$ cat config.mk
export PLATFORM = sky130hd
export DESIGN_NAME = fetch_stage
export DESIGN_NICKNAME = d
export VERILOG_FILES = /design/src/rtl/fetch_stage.sv
export SDC_FILE = /design/constraint.sdc
export NUM_CORES = 1
export LEC_CHECK = 0
export CORE_AREA = 2 2 125 152
export CTS_BUF_LIST = sky130_fd_sc_hd__clkbuf_8
export DETAILED_ROUTE_END_ITERATION = 8
export DIE_AREA = 0 0 127 154
export GPL_TIMING_DRIVEN = 1
export PLACE_DENSITY = 0.83
export SLEW_MARGIN = 30
export SYNTH_ARGS = -nofsm -noshare
export SYNTH_HDL_FRONTEND = slang
export SYNTH_SLANG_ARGS = --single-unit
$ cat constraint.sdc
create_clock -name clk -period 14 [get_ports clk]
set_input_delay 2.8 -clock clk [delete_from_list [all_inputs] [get_ports clk]]
set_output_delay 2.8 -clock clk [all_outputs]
set_load 0.02 [all_outputs]
$ cat src/rtl/fetch_stage.sv
// rtl/fetch_stage.sv - instruction fetch stage: PC sequencing, credit-limited imem requests, in-order response queue to decode.
// Optional FETCH_PERF_EN adds perf_fetch_cnt / perf_stall_cnt outputs.
module fetch_stage #(
    parameter logic [31:0] RESET_PC = 32'h0000_0000,
    parameter int          QDEPTH   = 2
) (
    input  logic        clk,
    input  logic        rst,
    output logic        imem_req,
    output logic [31:0] imem_addr,
    input  logic        imem_ready,
    input  logic        imem_rvalid,
    input  logic [31:0] imem_rdata,
    input  logic        redirect_valid,
    input  logic [31:0] redirect_pc,
    output logic        id_valid,
    input  logic        id_ready,
    output logic [31:0] id_pc,
`ifdef FETCH_PERF_EN
    output logic [31:0] id_instr,
    output logic [31:0] perf_fetch_cnt,
    output logic [31:0] perf_stall_cnt
`else
    output logic [31:0] id_instr
`endif
);

    localparam int            CW        = $clog2(QDEPTH + 1);
    localparam int            PW        = (QDEPTH > 1) ? $clog2(QDEPTH) : 1;
    localparam int            UW        = CW + 2;
    localparam logic [UW-1:0] CREDITS   = UW'(QDEPTH);
    localparam logic [PW-1:0] LAST_SLOT = PW'(QDEPTH - 1);
    localparam logic [31:0]   NOP       = 32'h0000_0013;

    logic [31:0]   pc;
    logic [31:0]   resp_pc;
    logic [CW-1:0] out_cnt;
    logic [CW-1:0] drop_cnt;
    logic [CW-1:0] q_cnt;
    logic [PW-1:0] head;
    logic [PW-1:0] tail;
    logic [31:0]   q_pc    [QDEPTH];
    logic [31:0]   q_instr [QDEPTH];

    logic          pop;
    logic          accept;
    logic          rsp_drop;
    logic          rsp_take;
    logic          rsp_any;
    logic          push;
    logic [UW-1:0] used;

    function automatic logic [PW-1:0] next_slot(input logic [PW-1:0] slot);
        return (slot == LAST_SLOT) ? '0 : slot + 1'b1;
    endfunction

    // A word popped this cycle frees its credit immediately, which keeps 1 instr/cycle at QDEPTH=2.
    always_comb begin
        pop      = id_valid && id_ready;
        used     = UW'(out_cnt) + UW'(drop_cnt) + UW'(q_cnt) - UW'(pop);
        imem_req = !rst && !redirect_valid && (used < CREDITS);
        accept   = imem_req && imem_ready;
        rsp_drop = imem_rvalid && (drop_cnt != '0);
        rsp_take = imem_rvalid && (drop_cnt == '0) && (out_cnt != '0);
        rsp_any  = rsp_drop || rsp_take;
        push     = rsp_take && !redirect_valid;
    end

    always_comb begin
        imem_addr = pc & ~32'h0000_0003;
        id_valid  = (q_cnt != '0);
        id_pc     = id_valid ? q_pc[head] : 32'h0000_0000;
        id_instr  = id_valid ? q_instr[head] : NOP;
    end

    always_ff @(posedge clk or posedge rst) begin
        if (rst) begin
            pc       <= RESET_PC;
            resp_pc  <= RESET_PC;
            out_cnt  <= '0;
            drop_cnt <= '0;
            q_cnt    <= '0;
            head     <= '0;
            tail     <= '0;
        end else if (redirect_valid) begin
            // Every request still in flight now belongs to the wrong path and must be swallowed.
            pc       <= redirect_pc;
            resp_pc  <= redirect_pc;
            drop_cnt <= drop_cnt + out_cnt - CW'(rsp_any);
            out_cnt  <= '0;
            q_cnt    <= '0;
            head     <= '0;
            tail     <= '0;
        end else begin
            if (accept) begin
                pc <= pc + 32'd4;
            end
            if (push) begin
                resp_pc <= resp_pc + 32'd4;
                tail    <= next_slot(tail);
            end
            if (pop) begin
                head <= next_slot(head);
            end
            if (rsp_drop) begin
                drop_cnt <= drop_cnt - CW'(1);
            end
            out_cnt <= out_cnt + CW'(accept) - CW'(rsp_take);
            q_cnt   <= q_cnt + CW'(push) - CW'(pop);
        end
    end

    always_ff @(posedge clk) begin
        if (push) begin
            q_pc[tail]    <= resp_pc;
            q_instr[tail] <= imem_rdata;
        end
    end

`ifdef FETCH_PERF_EN
    always_ff @(posedge clk or posedge rst) begin
        if (rst) begin
            perf_fetch_cnt <= 32'h0;
            perf_stall_cnt <= 32'h0;
        end else begin
            if (pop) begin
                perf_fetch_cnt <= perf_fetch_cnt + 32'd1;
            end
            if (id_valid && !id_ready) begin
                perf_stall_cnt <= perf_stall_cnt + 32'd1;
            end
        end
    end
`endif

`ifndef SYNTHESIS
    rsp_without_request: assert property (@(posedge clk) disable iff (rst)
        imem_rvalid |-> (out_cnt != '0 || drop_cnt != '0));
    credit_bound: assert property (@(posedge clk) disable iff (rst)
        (UW'(out_cnt) + UW'(drop_cnt) + UW'(q_cnt)) <= CREDITS);
`endif

endmodule

==> impl_metrics.csv <==
group,metric,value,unit
finish,final_common_cell,"clkdlybuf4s50_1",
timing,finalSetupTns,0,ps
finish,fill_cells,1410,
pwr,pwr_density_cell,143,mW/mm^2
clocking,cts_tree,"yes",
yosys,ys_async_sr_fraction,0.354,
clocking,clkSinkCount,198,
die,design.core.area,0.0180,sq mm
global_route,grt_overflow_total,0,
die,die_w,127,microns
yosys,ys_dominant_reg_cell,"edfxtp_1",
critical_path,cp.required,11200,ps
die,start_util,0.495,
timing,max_freq,116,MHz
critical_path,critPathLaunchType,"primary input",
finish,seqCellArea,0.00560,sq mm
pwr,p_leak,3.94,nW
finish,finalNetCount,935,
die,die_y,154,microns
critical_path,path_max_fanout,5,
global_route,grt_max_degree,71,
global_route,grt_use_total,0.196,
worst_hold_path,hold_path.class,"flop to flop",
timing,layout_min_cycle_time,8620,ps
finish,diodes,0,
pwr,p_switching,0.000529,W
timing,finalSetupViolations,0,
timing,hold_viol_final,0,
yosys,synth.top_cell.area_share,0.432,
drt,post_drt_wl_per_cell,17.3,microns
timing,fin_skew,11.0,ps
timing,drv_slew,0,
outcome,status,"finished, final reports clean",
drt,dr.pass1.iters,4,
yosys,synth_edf_count,128,
drt,wl,18.8,mm
yosys,ys_warn_count,0,
yosys,synth_area,0.00890,sq mm
critical_path,path_class,"primary input to output pin",
run,drv_cap,0,
drt,via_count,5877,
critical_path,critPathCaptureType,"output pin",
yosys,yosys.area.top_type,"edfxtp_1",
critical_path,arrival,5820,ps
pwr,p_int,0.00108,W
die,num_rows,54,
global_route,grt_pass1_wl,29.8,mm
die,ioPinCount,168,
place,gp_congestion,0.851,
yosys,avgSynthCellArea,12.9,sq um
global_route,antenna_found_initial,0,
timing,slew_headroom,0.427,
timing,grt_setup_unrepaired,"false",
finish,drive_gt1_frac,0.0890,
timing,setup_ws,5380,ps
place,dp_worst_setup_slack,5390,ps
drt,top_layer,"met4",
pwr,switching_share,0.329,
yosys,syn_inst,688,
pwr,comb_power_share,0.336,
pwr,sequentialPowerShare,0.436,
clocking,insertion_delay,460,ps
pwr,ir_drop,0.0801,mV
drt,drcViolationCount,0,
clocking,ctsHtreeMaxLevel,4,
clocking,root_buffer,"clkbuf_8",
clocking,cts_hold_buf,0,
yosys,seq_area_frac_synth,0.629,
drt,met1_length,7.92,mm
yosys,ys_ff_latch,198,
drt,vias_per_cell,5.40,
place,hpwl,12.8,mm
clocking,cts_buffers,17,
place,portBuffers,165,
drt,dr_wl_met2,9.65,mm
clocking,post_cts_buffers,0,
finish,syn2layout_area_growth,26.0,%
finish,multi_input_area,0.00313,sq mm
clocking,cts_buffer_depth,2,
drt,wl_met3,960,microns
pwr,clkPwrFrac,0.228,
global_route,grt_pass1_vias,5844,
timing,tightest_slew,860,ps
finish,final_cell_mix,"clkdlybuf4s50_1, edfxtp_1, nor2_1",
clocking,cts_resized,0,
timing,finalCritPeriodShare,0.615,
clocking,clkSlewWorstSetupHoldPaths,90,ps
die,fp.dieArea,0.0196,sq mm
drt,first_iter_violations,511,
yosys,synthDistinctLibCells,47,
yosys,netlist_top_cells_area,"edfxtp_1, dfrtp_1, mux2i_1",
drt,ant_nets,0,
-- worst max-delay path, cell delays in order --
cell,delay [ps]
clkdlybuf4s50_1,400
nand2_1,210
nor2_1,90
fa_1,490
inv_1,50
ha_1,200
fa_1,450
or4_1,410
nor2_1,110
clkdlybuf4s50_1,610
-- worst paths after layout --
check / start / to / slack, ps / cells past startpoint
worst max-delay path: id_ready / imem_req / 5380 / 10
worst min-delay path: resp_pc[0]$_DFFE_PP0P_ / q_pc[0][0]$_DFFE_PP_ / 480 / 0
worst max register to register: q_cnt[1]$_DFF_PP0_ / pc[24]$_DFFE_PP0P_ / 8940 / 14
min in group asynchronous: rst / drop_cnt[0]$_DFFE_PP0P_ / 2860 / 3
worst min register to register: resp_pc[0]$_DFFE_PP0P_ / q_pc[0][0]$_DFFE_PP_ / 480 / 0
max in group asynchronous: rst / head$_DFFE_PP0P_ / 10650 / 3
-- cell usage after synthesis (all sizes together) (2+ instances only) --
master,instances
mux2,29
fa,2
or4,2
nor4,9
a31oi,4
and2,5
mux2i,66
nor4b,3
ha,11
a21boi,8
buf,7
inv,19
o211ai,2
nand2,34
dfrtp,70
nor3,17
and4,8
xnor2,31
edfxtp,128
or3,4
nand3,20
nor2b,2
xor2,32
nand4,19
nand2b,5
nor2,86
and3,10
o21ai,10
clkbuf,22
a21oi,14
-- stage by stage --
| stage | hold WS (ps) | area (sq um) | total power [W] | util | std cells |
|---|---|---|---|---|---|
| 6_report | 476 | 11200 | 0.00161 | 0.624 | 1089 |
| 5_1_grt | 487 | 11200 | 0.00168 | 0.624 | 1089 |
| 4_1_cts | 471 | 11200 | 0.00162 | 0.624 | 1089 |
| 3_5_place_dp | 450 | 10800 | 0.00126 | 0.602 | 1057 |
| 3_3_place_gp | 450 | 10800 | 0.00124 | 0.600 | 1056 |
| 2_1_floorplan | 438 | 8910 | 0.00102 | - | 689 |
-- power by group through the flow --
stage | registers [W] | clock network [W] | logic, W
after floorplan | 0.000700 | 0 | 0.000316
after global placement | 0.000727 | 0 | 0.000512
after detailed placement | 0.000712 | 0 | 0.000543
after CTS | 0.000700 | 0.000377 | 0.000545
after global routing | 0.000705 | 0.000397 | 0.000578
final | 0.000700 | 0.000367 | 0.000539
-- per-layer routing --
metal	track usage	up-vias
met1	0.243	2853
met5	0	-
met3	0.0438	27
met4	0.0670	0
li1	-	2806
met2	0.338	191
-- registers in the layout, summed over array words and instances, names as in the netlist --
signal / flops
drop_cnt: 2
q_pc: 64
pc: 30
q_cnt: 2
resp_pc: 32
out_cnt: 2
tail: 1
q_instr: 64
head: 1
-- logic make-up (layout without fill, tap and decap cells) --
| logic type | Yosys count | in the layout | synth area share |
|---|---|---|---|
| simple gates | 225 | 225 | 0.125 |
| flops | 198 | 198 | 0.629 |
| mux | 95 | 95 | 0.111 |
| xor+xnor | 63 | 63 | 0.0620 |
| buf+inv | 49 | 225 | 0.0218 |
| compound gates | 44 | 44 | 0.0312 |
| fa+ha+maj | 13 | 13 | 0.0200 |
| other cells | 1 | 2 | 0.000421 |
-- cell type report --
| type | count | share of cell area |
|---|---|---|
| repair buffers | 173 | 0.155 |
| multi-input cells | 442 | 0.279 |
| clock inverters | 15 | 0.0146 |
| clock buffers | 17 | 0.0209 |
| well taps | 224 | 0.0250 |
| flip-flops and latches | 198 | 0.499 |
| inverters | 20 | 0.00669 |
Power figures use the tool's default switching activity.
